## src/rtl/fifo_frame_reader.sv

```systemverilog
// Drains framed beats from the packet-data FIFO onto a valid/ready byte stream,
// enforcing an inter-frame idle gap and truncating frames longer than MAX_BEATS.
module fifo_frame_reader #(
    parameter int DATA_WIDTH  = 8,
    parameter int GAP_CYCLES  = 12,
    parameter int MAX_BEATS   = 1518,
    parameter int COUNT_WIDTH = 16
) (
    input  logic                   clock,
    input  logic                   reset,
    input  logic [DATA_WIDTH:0]    fifo_read_data,
    output logic                   fifo_read_enable,
    input  logic                   fifo_is_empty,
    output logic [DATA_WIDTH-1:0]  tx_data,
    output logic                   tx_last,
    output logic                   tx_valid,
    input  logic                   tx_ready,
    output logic [COUNT_WIDTH-1:0] frame_count,
    output logic [COUNT_WIDTH-1:0] truncated_count,
    output logic                   busy
);
    localparam int BEAT_W = $clog2(MAX_BEATS);
    localparam int GAP_W  = (GAP_CYCLES > 1) ? $clog2(GAP_CYCLES) : 1;
    localparam logic [BEAT_W-1:0] BEAT_LAST = BEAT_W'(MAX_BEATS - 1);
    localparam logic [GAP_W-1:0]  GAP_LAST  = GAP_W'((GAP_CYCLES > 0) ? GAP_CYCLES - 1 : 0);

    typedef enum logic [1:0] {IDLE, STREAM, DISCARD, GAP} state_t;

    state_t                 state_reg, state_next;
    logic [DATA_WIDTH:0]    buf_reg [2];
    logic [DATA_WIDTH:0]    buf_next [2];
    logic [1:0]             count_reg, count_next, count_after_pop;
    logic                   inflight_reg;
    logic [BEAT_W-1:0]      beat_cnt_reg, beat_cnt_next;
    logic [GAP_W-1:0]       gap_cnt_reg, gap_cnt_next;
    logic                   tx_valid_reg, tx_valid_next;
    logic                   tx_last_reg, tx_last_next;
    logic [COUNT_WIDTH-1:0] frame_count_reg, frame_count_next;
    logic [COUNT_WIDTH-1:0] truncated_count_reg, truncated_count_next;
    logic                   busy_reg, busy_next;
    logic                   accept, drop, pop, head_marker, frame_end;

    // Occupancy counts the entry leaving this cycle, so a full-rate stream never bubbles.
    always_comb begin
        accept           = tx_valid_reg && tx_ready;
        drop             = (state_reg == DISCARD) && (count_reg != 2'd0);
        pop              = accept || drop;
        head_marker      = buf_reg[0][DATA_WIDTH];
        count_after_pop  = count_reg - {1'b0, pop};
        fifo_read_enable = reset && !fifo_is_empty
                           && ((count_after_pop + {1'b0, inflight_reg}) < 2'd2);

        buf_next = buf_reg;
        if (pop) begin
            buf_next[0] = buf_reg[1];
        end
        if (inflight_reg) begin
            buf_next[count_after_pop[0]] = fifo_read_data;
        end
        count_next = count_after_pop + {1'b0, inflight_reg};
    end

    always_comb begin
        state_next           = state_reg;
        beat_cnt_next        = beat_cnt_reg;
        gap_cnt_next         = gap_cnt_reg;
        frame_count_next     = frame_count_reg;
        truncated_count_next = truncated_count_reg;
        frame_end            = 1'b0;

        case (state_reg)
            IDLE: begin
                if (accept) begin
                    if (head_marker) begin
                        frame_count_next = frame_count_reg + COUNT_WIDTH'(1);
                        frame_end        = 1'b1;
                    end else begin
                        state_next    = STREAM;
                        beat_cnt_next = BEAT_W'(1);
                    end
                end
            end
            STREAM: begin
                if (accept) begin
                    if (beat_cnt_reg == BEAT_LAST) begin
                        frame_count_next     = frame_count_reg + COUNT_WIDTH'(1);
                        truncated_count_next = truncated_count_reg + COUNT_WIDTH'(1);
                        beat_cnt_next        = '0;
                        if (head_marker) begin
                            frame_end = 1'b1;
                        end else begin
                            state_next = DISCARD;
                        end
                    end else if (head_marker) begin
                        frame_count_next = frame_count_reg + COUNT_WIDTH'(1);
                        beat_cnt_next    = '0;
                        frame_end        = 1'b1;
                    end else begin
                        beat_cnt_next = beat_cnt_reg + BEAT_W'(1);
                    end
                end
            end
            DISCARD: begin
                if (drop && head_marker) begin
                    frame_end = 1'b1;
                end
            end
            GAP: begin
                if (gap_cnt_reg == GAP_LAST) begin
                    state_next = IDLE;
                end else begin
                    gap_cnt_next = gap_cnt_reg + GAP_W'(1);
                end
            end
            default: state_next = IDLE;
        endcase

        if (frame_end) begin
            state_next   = (GAP_CYCLES == 0) ? IDLE : GAP;
            gap_cnt_next = '0;
        end

        // Presentation is computed one cycle ahead so every tx output is a plain flop.
        tx_valid_next = ((state_next == IDLE) || (state_next == STREAM)) && (count_next != 2'd0);
        tx_last_next  = buf_next[0][DATA_WIDTH]
                        || ((state_next == STREAM) && (beat_cnt_next == BEAT_LAST));
        busy_next     = (state_next != IDLE) || (count_next != 2'd0) || fifo_read_enable;
    end

    for (genvar gi = 0; gi < 2; gi++) begin : g_buf
        always_ff @(posedge clock or negedge reset) begin
            if (!reset) begin
                buf_reg[gi] <= '0;
            end else begin
                buf_reg[gi] <= buf_next[gi];
            end
        end
    end

    always_ff @(posedge clock or negedge reset) begin
        if (!reset) begin
            state_reg           <= IDLE;
            count_reg           <= '0;
            inflight_reg        <= 1'b0;
            beat_cnt_reg        <= '0;
            gap_cnt_reg         <= '0;
            tx_valid_reg        <= 1'b0;
            tx_last_reg         <= 1'b0;
            frame_count_reg     <= '0;
            truncated_count_reg <= '0;
            busy_reg            <= 1'b0;
        end else begin
            state_reg           <= state_next;
            count_reg           <= count_next;
            inflight_reg        <= fifo_read_enable;
            beat_cnt_reg        <= beat_cnt_next;
            gap_cnt_reg         <= gap_cnt_next;
            tx_valid_reg        <= tx_valid_next;
            tx_last_reg         <= tx_last_next;
            frame_count_reg     <= frame_count_next;
            truncated_count_reg <= truncated_count_next;
            busy_reg            <= busy_next;
        end
    end

    assign tx_data         = buf_reg[0][DATA_WIDTH-1:0];
    assign tx_last         = tx_last_reg;
    assign tx_valid        = tx_valid_reg;
    assign frame_count     = frame_count_reg;
    assign truncated_count = truncated_count_reg;
    assign busy            = busy_reg;

endmodule

```

## config.mk

```make
export PLATFORM = sky130hd
export DESIGN_NAME = fifo_frame_reader
export DESIGN_NICKNAME = d
export VERILOG_FILES = /design/src/rtl/fifo_frame_reader.sv
export SDC_FILE = /design/constraint.sdc
export NUM_CORES = 1
export LEC_CHECK = 0
export ABC_CLOCK_PERIOD_IN_PS = 6200
export CAP_MARGIN = 10
export CELL_PAD_IN_SITES_DETAIL_PLACEMENT = 1
export CELL_PAD_IN_SITES_GLOBAL_PLACEMENT = 2
export CORE_AREA = 3 3 104 106
export DETAILED_ROUTE_END_ITERATION = 8
export DIE_AREA = 0 0 107 109
export PLACE_DENSITY_LB_ADDON = 0.1
export SYNTH_ARGS = -nofsm -noshare
export SYNTH_HDL_FRONTEND = slang
export SYNTH_SLANG_ARGS = --single-unit
```

## constraint.sdc

```tcl
create_clock -name clock -period 6.2 [get_ports clock]
set_input_delay 1.24 -clock clock [delete_from_list [all_inputs] [get_ports clock]]
set_output_delay 1.24 -clock clock [all_outputs]
set_load 0.01 [all_outputs]
```

# Word level (Yosys, flattened, before mapping)
# Index checks and enable logic that the tools add are counted.
[classes]
n_lt_le_gt_ge = 3
reduce_logical = 25
bitwise_logic = 1
add_sub_neg = 6
shift = 0
muxes = 31
eq_ne = 10
mul = 0
div_mod_pow = 0
[ops]
columns = ["op", "n"]
rows = [
  ["16-bit 2-to-1 mux", 4],
  ["11-bit 2-to-1 mux", 5],
  ["16-bit by 1-bit adder with 16-bit output, second input constant", 2],
  ["16-bit one-hot mux with 2 select lines", 1],
  ["11-bit equality test, second input constant", 2],
  ["11-bit one-hot mux with 2 select lines", 1],
  ["18-bit bitwise mux", 1],
  ["18-bit 2-to-1 mux", 1],
  ["9-bit 2-to-1 mux", 2],
  ["2-bit 2-to-1 mux", 7],
  ["4-bit 2-to-1 mux", 3],
  ["11-bit by 1-bit adder with 11-bit output, second input constant", 1],
  ["2-bit nonzero test", 5],
  ["9-bit demux with 1-bit select", 1],
  ["1-bit logical AND", 8],
  ["2-bit != test, second input constant", 3],
  ["2-bit one-hot mux with 3 select lines", 1],
  ["3-bit AND reduction", 2],
  ["1-bit logical OR", 5],
  ["4-bit by 1-bit adder with 4-bit output, second input constant", 1],
  ["2-bit by 1-bit equality test with 1-bit output, second input constant", 2],
  ["2-bit equality test, second input constant", 2],
  ["4-bit equality test, second input constant", 1],
  ["2-bit logical NOT", 2],
  ["other kinds (11)", 13],
]
[totals]
rom_bits = 0
output_inout_bits = 44
inputBits = 13
memories = 0
ramBits = 0
word_cells = 88
latchBits = 0
register_bits = 73

# Depth between registers and ports, before layout
# Gate-level depths: netlist (run 1).
[depth]
ltp_word = 12
mapped_depth = 11
mapped_depth_nobuf = 9

# Worst setup path before layout (run 1)
# No wires, ideal clock.
[synth_path]
path_type = "input-to-output"
startpoint = "in tx_ready"
endpoint = "out fifo_read_enable"
stages = 10
t_arrival_ns = 3.052
path_buffers = 2
required_time_ns = 4.960
slack_ns = 1.908
cell_sequence = "nand2_1 > o21ai_0 > buf_2 > ha_1 > inv_1 > ha_1 > buf_2 > xnor2_1 > xnor2_1 > nor3b_1"
[synth_between]
elab_chain_len = 6
[synth_lines]
columns = ["element", "line_no", "source"]
rows = [
  ["start: declaration", "17", "input logic tx_ready,"],
  ["1-bit logical AND", "45", "accept = tx_valid_reg && tx_ready;"],
  ["1-bit logical OR", "47", "pop = accept || drop;"],
  ["2-bit by 1-bit subtractor with 2-bit output", "49", "count_after_pop = count_reg - {1'b0, pop};"],
  ["2-bit by 1-bit adder with 2-bit output", "n/a", ""],
  ["net count_next[1]", "32", "logic [1:0] count_reg, count_next, count_after_pop;"],
  ["2-bit < comparator", "51", "&& ((count_after_pop + {1'b0, inflight_reg}) < 2'd2);"],
  ["1-bit logical AND", "51", ""],
  ["end: declaration", "12", "output logic fifo_read_enable,"],
]
# The timed path passes the listed nets, and every way through them passes these cells.

# Worst setup path after layout (run 1)
# Ends and elaborated chain as after synthesis.

==> impl_metrics.toml, run 1 <==
[synth]
synthCells = 347
synth_compound_area_share_pct = 6.59
async_flop_share_pct = 100
synthAdderAreaFrac_pct = 2.39
synth-seq-cells = 73
synth.area.mux_share_pct = 6.39
synth_ff_type = "dfrtp_1"
yosys.area_share.simple_pct = 21.5
avgSynthCellArea_sq_um = 10.6
synth_top_family_by_area = "simple AND/OR/NAND/NOR gates"
syn_nets = 367
yosys.area_share.xor_xnor_pct = 9.09
synth_cell_types = 50
ys_seq_area_share_pct = 49.9
synthesis.area_sq_um = 3660
synth_edf_count = 0
ys.warnings.count = 0

[routing]
postRouteAntennaNets = 0
drc = 0
wl_per_cell_microns = 15.6
wirelength_microns = 8340
drt_iter0_drc = 110
vias = 2688
viasPerCell = 5.02
dr.pass1.iters = 4

[timing]
fmax_mhz = 182
skew_ns = 0.0102
hold_viol = 0
period_needed_ns = 5.49
worst_slew_pin_slew_ns = 0.936
finalSetupTns_ns = 0
rsz0062_at_grt = "false"
report.final.slew_viol_count = 0
setup_viol = 0
slew_headroom_pct = 37.6
period_share_pct = 88.6

[cells_and_area]
fin_nets = 419
final_cell_mix = "dfrtp_1, clkdlybuf4s50_1, nand2_1"
final_common_cell = "dfrtp_1"
antenna_cells = 0
area_delta_synth_final_pct = 22.0
drive_gt1_share_pct = 10.7
stdcell_area_sq_um = 4470
layout.cells.non_filler = 535

[grt]
grt_pass1_vias = 2826
grtUsageTotal_pct = 15.5
antenna_found_initial = 0
overflow = 0
grt_pass1_wl_microns = 14200
grt_max_degree = 73

[clocking]
clkTransAtPathRegs_ns = 0.08
numCtsBuffers = 9
cts_tree = "yes"
root_buffer = "clkbuf_8"
cts_setup_buffers = 0
clkLatencyLatePin_ns = 0.34
cts_max_level = 3
cts.sink_count = 73
holdBufCountCts = 0
clockBufferDepth = 2
post_cts_resized = 0

[die]
start_util_pct = 37.1
core-area_sq_um = 9860
die-height_microns = 109
core.rowCount = 36
die_w_microns = 107
die_area_sq_um = 11700
io_pins = 57

[place]
dp_hpwl_microns = 5980
dp_cells = 521
port_buffers = 56
place_congestion = 0.774
dpl-instance-area_sq_um = 4300

[hold_path]
min_from = "truncated_count[15]"
min_path_type = "reg -> reg"

[setup_path]
worst_path_max_delay_cell = "clkdlybuf4s50_1"
rr_startpoint = "state_reg[0]"
crit_start = "tx_ready"
start_kind = "input port"
crit_fanout = 10
path_buf_inv = 3
critPathArrivalTime_ns = 4.25
cp_top_family = "buffers and inverters"
required_ns = 4.96
crit_chain = "clkdlybuf4s50_1 -> nand2_1 -> o21ai_1 -> ha_1 -> inv_1 -> ha_1 -> xnor2_1 -> xnor2_1 -> nor3b_1 -> clkdlybuf4s50_1"
slowest_delay_ns = 0.61
cp-end-kind = "output pin"
critical_path_class = "in -> out"

[status]
status = "finished clean"

[flow_run]
drv_cap = 0

[power]
ir_worst_vdd_v = 0.000146
cellPowerDensity_nw_per_um2 = 359
leakage_nw = 1.97
## layer usage
metal  global-route usage (%)  up-vias  wire, microns  part of all wire, %
met4                     6.58        0            154                  1.8
met1                     20.1     1325           3950                   47
met5                        0        -              0                    0
met3                     2.78       13            265                  3.2
li1                         -     1303              -                    -
met2                     25.5       47           3970                   48
## cells in the mapped netlist, drive strengths merged, types with 5 or more instances
cell type | n | area, sq um
o21ai | 15 | 75.1
inv | 13 | 48.8
nand2 | 37 | 139
nor4 | 7 | 58.8
dfrtp | 73 | 1830
xnor2 | 18 | 158
mux2 | 11 | 124
nand4 | 9 | 101
xor2 | 20 | 175
buf | 14 | 91.3
nand3 | 16 | 80.1
a21oi | 5 | 28.8
nor2 | 32 | 120
nor3 | 13 | 80.1
ha | 7 | 87.6
mux2i | 11 | 110
## cells by family after synthesis
logic type | after synthesis
compound gates | 37
xor+xnor | 38
fa+ha+maj | 7
buf+inv | 30
flops | 73
mux | 22
simple gates | 140
## final timing paths
check / to / slack (ns) / cells past startpoint
setup / recovery: fifo_read_enable / 0.71 / 10
hold / removal: truncated_count[15] / 0.47 / 1
setup reg to reg: busy / 3.27 / 9
hold reg to reg: truncated_count[15] / 0.47 / 1
max in group asynchronous: frame_count[2] / 4.43 / 2
min in group asynchronous: tx_data[5] / 0.67 / 1
## through the flow
stage                     utilization, %  hold slack [ns]  worst slack (ns)  total power, mW
after floorplan                        -            0.480              1.91             1.09
after global placement              43.6            0.455             0.820             1.26
after detailed placement            43.6            0.467             0.687             1.29
after CTS                           45.3            0.481             0.662             1.63
after global routing                45.3            0.515             0.464             1.72
final                               45.3            0.472             0.706             1.60
## cell type report
type                       count  area, sq um
tap                          133          166
fill                        1078         5400
clock buffer                  11          151
inverter                      13         48.8
clock inverter                 3         17.5
multi-input combinational    244         1680
sequential                    73         1830
timing repair buffer          58          573
## power by group
group	total [mW]	internal (mW)	switching [mW]
combinational	0.554	0.273	0.281
sequential	0.711	0.597	0.113
clock	0.337	0.162	0.175
total	1.60	1.03	0.569
No activity file was read; power rests on OpenSTA's default activity.
==> run 2, diff against run 1 <==
--- a/config.mk
+++ b/config.mk
@@ -6,7 +6,6 @@
 export NUM_CORES = 1
 export LEC_CHECK = 0
 export ABC_CLOCK_PERIOD_IN_PS = 6200
-export CAP_MARGIN = 10
 export CELL_PAD_IN_SITES_DETAIL_PLACEMENT = 1
 export CELL_PAD_IN_SITES_GLOBAL_PLACEMENT = 2
 export CORE_AREA = 3 3 104 106
==> results of run 2 <==
Same layout as run 1: the final DEF is identical, and so are final timing and power.
==> run 3, diff against run 2 <==
--- a/config.mk
+++ b/config.mk
@@ -6,6 +6,7 @@
 export NUM_CORES = 1
 export LEC_CHECK = 0
 export ABC_CLOCK_PERIOD_IN_PS = 6200
+export CAP_MARGIN = 0
 export CELL_PAD_IN_SITES_DETAIL_PLACEMENT = 1
 export CELL_PAD_IN_SITES_GLOBAL_PLACEMENT = 2
 export CORE_AREA = 3 3 104 106
==> results of run 3 <==
Same layout as run 1: the final DEF is identical, and so are final timing and power.
==> variant 1: new RTL, settings of run 2 <==
Register the output `frame_count` once more, with the module's reset; this adds one clock of latency there. The other outputs are not delayed to match.
--- a/src/rtl/fifo_frame_reader.sv
+++ b/src/rtl/fifo_frame_reader.sv
@@ -166,7 +166,13 @@
     assign tx_data         = buf_reg[0][DATA_WIDTH-1:0];
     assign tx_last         = tx_last_reg;
     assign tx_valid        = tx_valid_reg;
-    assign frame_count     = frame_count_reg;
+    always_ff @(posedge clock or negedge reset) begin
+        if (!reset) begin
+            frame_count <= '0;
+        end else begin
+            frame_count <= frame_count_reg;
+        end
+    end
     assign truncated_count = truncated_count_reg;
     assign busy            = busy_reg;
 
Check against the original RTL: not equivalent (a bounded check fails within 4 cycles, from zero or initial values and one cycle with reset low).
==> variant 1 against run 2 <==
Sequential cell count is 16 higher; routed wire length increased by 4.4%; worst setup slack improved by 0.21 ns; total power grew 15%; sequential power is 15% higher; area after synthesis grew 9.4%; final area rose by 9.4%; non-clock buffer count increased by 1; critical path type unchanged; critical endpoint unchanged; largest power group unchanged.
==> variant 1: results (changes against run 2) <==
| Metric | Value |
|---|---|
| Share of cells above drive strength 1 | `0.127 (+0.0199)` |
| Worst hold start | `frame_count_reg[15]$_DFFE_PN0P_` |
| Synth Net Count | `362 (-1.4%)` |
| Final GP Congestion | `0.785 (+1.4%)` |
| Detailed Route Iter0 Violations | `85 (-23%)` |
| Seq. pwr | `0.000820 W (+15%)` |
| CP max stage delay | `0.64 ns (+0.03 ns)` |
| Clock Skew | `0.0125 ns (+0.00230 ns)` |
| Skew-Pair Late Insertion Delay | `0.36 ns (+0.02 ns)` |
| Syn Inst Count | `342 (-1.4%)` |
| # fillers | `1,058 (-1.9%)` |
| Via density | `5.16 (+2.7%)` |
| Sequential Power Share | `0.447 (+0.003)` |
| Part of the Yosys area used for sequential elements | `0.556 (+0.0573)` |
| Outcome | `completed` |
| Post-synthesis mux area share | `0.0509 (-0.0130)` |
| Final #Nets | `417 (-0.48%)` |
| Lkg Pwr | `2.09 nW (+6.2%)` |
| Complex-gate fraction of the synthesized area | `0.0747 (+0.00873)` |
| GRT Resource Usage Total | `0.164 (+0.00886)` |
| Max IR drop VDD | `195 uV (+33%)` |
| Switching part of the total | `0.336 (-0.0194)` |
| Global-route wire length before repair | `15.1 mm (+6.0%)` |
| Commonest cells post-synth | `dfrtp_1 (89), nand2_1 (32), xnor2_1 (28), nor2_1 (23), nand4_1 (16)` |
| Synth top area cells | `dfrtp_1 (56%), xnor2_1 (6.1%), mux2_2 (3.1%)` |
| DP HPWL | `6.29 mm (+5.1%)` |
| Clock-pin slew on the worst setup and hold paths | `0.10 ns (+0.02 ns)` |
| Adder-Cell Fraction of Synth Area | `0.0219 (-0.00205)` |
| Vias in the first global route | `2,953 (+4.5%)` |
| Netlist cell types | `62 (+24%)` |
| R2R cell count | `10 (+1)` |
| Largest net degree at the start of global routing | `61 (-16%)` |
| Dpl cells | `519 (-0.38%)` |
| Worst EP arrival | `4.04 ns (-0.21 ns)` |
| Post-Place Cell Area | `4650 um2 (+8.2%)` |
-- variant 1: layout make-up --
class                   count  area [um2]  area share
clock buffers               9         124      0.0253
clock inverters             7         113      0.0230
inverters                   8        30.0     0.00614
multi-input cells         230        1650       0.337
flip-flops and latches     89        2230       0.456
well taps                 133         166      0.0340
repair buffers             59         581       0.119
-- variant 1: final timing paths --
check	slack (ns)	endpoint
min	0.42	frame_count[15]$_DFF_PN0_
max	0.92	fifo_read_enable
max reg2reg	3.58	busy$_DFF_PN0_
min reg2reg	0.42	frame_count[15]$_DFF_PN0_
max in group asynchronous	4.31	truncated_count[15]$_DFFE_PN0P_
min in group asynchronous	0.80	beat_cnt_reg[5]$_DFF_PN0_
-- variant 1: layer usage --
| layer | global-route usage | share of wire | vias to the layer above |
|---|---|---|---|
| met3 | 0.0266 | 0.031 | 10 |
| met5 | 0 | 0 | - |
| li1 | - | - | 1313 |
| met4 | 0.0584 | 0.014 | 0 |
| met2 | 0.276 | 0.50 | 47 |
| met1 | 0.214 | 0.45 | 1391 |
==> variant 2: new RTL, config.mk and constraints of run 2 <==
Without the edit above. The parameter `GAP_CYCLES` goes from 12 to 18.
--- a/src/rtl/fifo_frame_reader.sv
+++ b/src/rtl/fifo_frame_reader.sv
@@ -2,7 +2,7 @@
 // enforcing an inter-frame idle gap and truncating frames longer than MAX_BEATS.
 module fifo_frame_reader #(
     parameter int DATA_WIDTH  = 8,
-    parameter int GAP_CYCLES  = 12,
+    parameter int GAP_CYCLES  = 18,
     parameter int MAX_BEATS   = 1518,
     parameter int COUNT_WIDTH = 16
 ) (
Check against the original RTL: no difference found for any inputs over 4 cycles, from zero or initial values and one cycle with reset low; that may be too few to reach the edited logic, so the function may still have changed.
==> variant 2 against run 2 <==
Worst setup slack improved by 0.20 ns; final area rose by 3.1%; critical path depth rose by 1; first-iteration DRC count fell by 29%; total power rose by 3.3%; area after synthesis rose by 4.0%; sequential cell count rose by 1; critical endpoint unchanged; critical path type unchanged; clock skew fell by 0.00090 ns; routed wire length rose by 7.6%.
==> variant 2: results (changes against run 2) <==
| Metric | Value |
|---|---|
| Met3 GRT Util | `0.0432 (+0.0154)` |
| Netlist cell types | `53 (+6.0%)` |
| Final GP Congestion | `0.765 (-1.2%)` |
| # fillers | `1,086 (+0.74%)` |
| GR Util met2 | `0.262 (+0.00629)` |
| Final #Nets | `433 (+3.3%)` |
| Syn Inst Count | `365 (+5.2%)` |
| Share of cells above drive strength 1 | `0.0887 (-0.0182)` |
| Async SR Flop Fraction | `1.00 (unchanged)` |
| DRT Wirelength | `8.98 mm (+7.6%)` |
| Global-route wire length before repair | `15.7 mm (+10%)` |
| CTS Root Cell | `clkbuf_8` |
| Hold WS | `0.474 ns (+0.00204 ns)` |
| CP max stage delay | `0.66 ns (+0.05 ns)` |
| Longest Clk Path Bufs | `2 (unchanged)` |
| Largest net degree at the start of global routing | `45 (-38%)` |
| Clock Skew | `0.00927 ns (-0.000900 ns)` |
| P_int | `0.00103 W (about the same)` |
| Worst r2r src | `beat_cnt_reg[1]$_DFF_PN0_` |
| Delay-heaviest family, CP | `buffers and inverters` |
| Synth Net Count | `386 (+5.2%)` |
| GRT Resource Usage Total | `0.167 (+0.0119)` |
| Dpl cells | `534 (+2.5%)` |
| Reg2reg setup slack | `3.21 ns (-0.06 ns)` |
| Finished Cell Area | `4600 um2 (+3.1%)` |
| Initial antenna violation count | `0 (unchanged)` |
| DP HPWL | `6.35 mm (+6.2%)` |
| Commonest cells post-synth | `dfrtp_1 (74), nand2_1 (27), xor2_1 (26), nor2_1 (25), nand3_1 (17)` |
| Worst EP arrival | `4.06 ns (-0.19 ns)` |
| Via density | `5.25 (+4.5%)` |
| Synth top area cells | `dfrtp_1 (49%), xor2_1 (6.0%), xnor2_1 (3.7%)` |
| Met1 Use GR | `0.232 (+0.0315)` |
| Worst-path fanout max | `10 (unchanged)` |
| Cell Count, Final, Fillers Out | `550 (+2.8%)` |
| Req. time, crit path | `4.96 ns (about the same)` |
| Outcome | `completed` |
| Detailed Route Iter0 Violations | `78 (-29%)` |
| Met2 WL | `4.23 mm (+6.4%)` |
| Fin Setup TNS | `0 ns (unchanged)` |
| Place WS | `0.881 ns (+0.194 ns)` |
| Lkg Pwr | `1.99 nW (+1.4%)` |
| Post-Place Cell Area | `4440 um2 (+3.2%)` |
| Post-CTS sizing | `0 (unchanged)` |
| Relative slew slack | `0.194 (-0.182)` |
| Total CTS buffers | `9 (unchanged)` |
| Pwr Total | `0.00165 W (+3.3%)` |
| Vias in the first global route | `3,075 (+8.8%)` |
| CP max stage cell | `clkdlybuf4s50_1` |
| Hold EP | `truncated_count[15]$_DFFE_PN0P_` |
| Sequential Power Share | `0.448 (+0.004)` |
| Skew-Pair Late Insertion Delay | `0.34 ns (about the same)` |
| Met1 Wirelength | `4.39 mm (+11%)` |
| Metal3 WL | `314 um (+18%)` |
| R2R cell count | `7 (-2)` |
| Max IR drop VDD | `191 uV (+31%)` |
| Part of the Yosys area used for sequential elements | `0.486 (-0.0128)` |
variant 2: changes by cell type after synthesis, sizes merged, moves of 4 or more:
| cell | change |
|---|---|
| nor3 | -9 |
| clkbuf | +9 |
| nor2 | -7 |
| xor2 | +6 |
| nand2 | -10 |
| a21oi | +4 |
| nor4 | +10 |
variant 2: kinds of logic (layout without fill, tap and decap cells):
group	count (synthesis)	after routing	share of synthesized area
buf+inv	36	88	0.0447
compound gates	42	42	0.0716
simple gates	142	142	0.216
flops	74	74	0.486
xor+xnor	42	42	0.0966
mux	21	21	0.0591
fa+ha+maj	8	8	0.0263
variant 2: cell type report:
| class | count | share of cell area |
|---|---|---|
| Timing Repair Buffer | 59 | 0.126 |
| Sequential cell | 74 | 0.402 |
| Clock buffer | 9 | 0.0269 |
| Multi-Input combinational cell | 255 | 0.388 |
| Inverter | 13 | 0.0106 |
| Clock inverter | 7 | 0.00951 |
| Tap cell | 133 | 0.0362 |
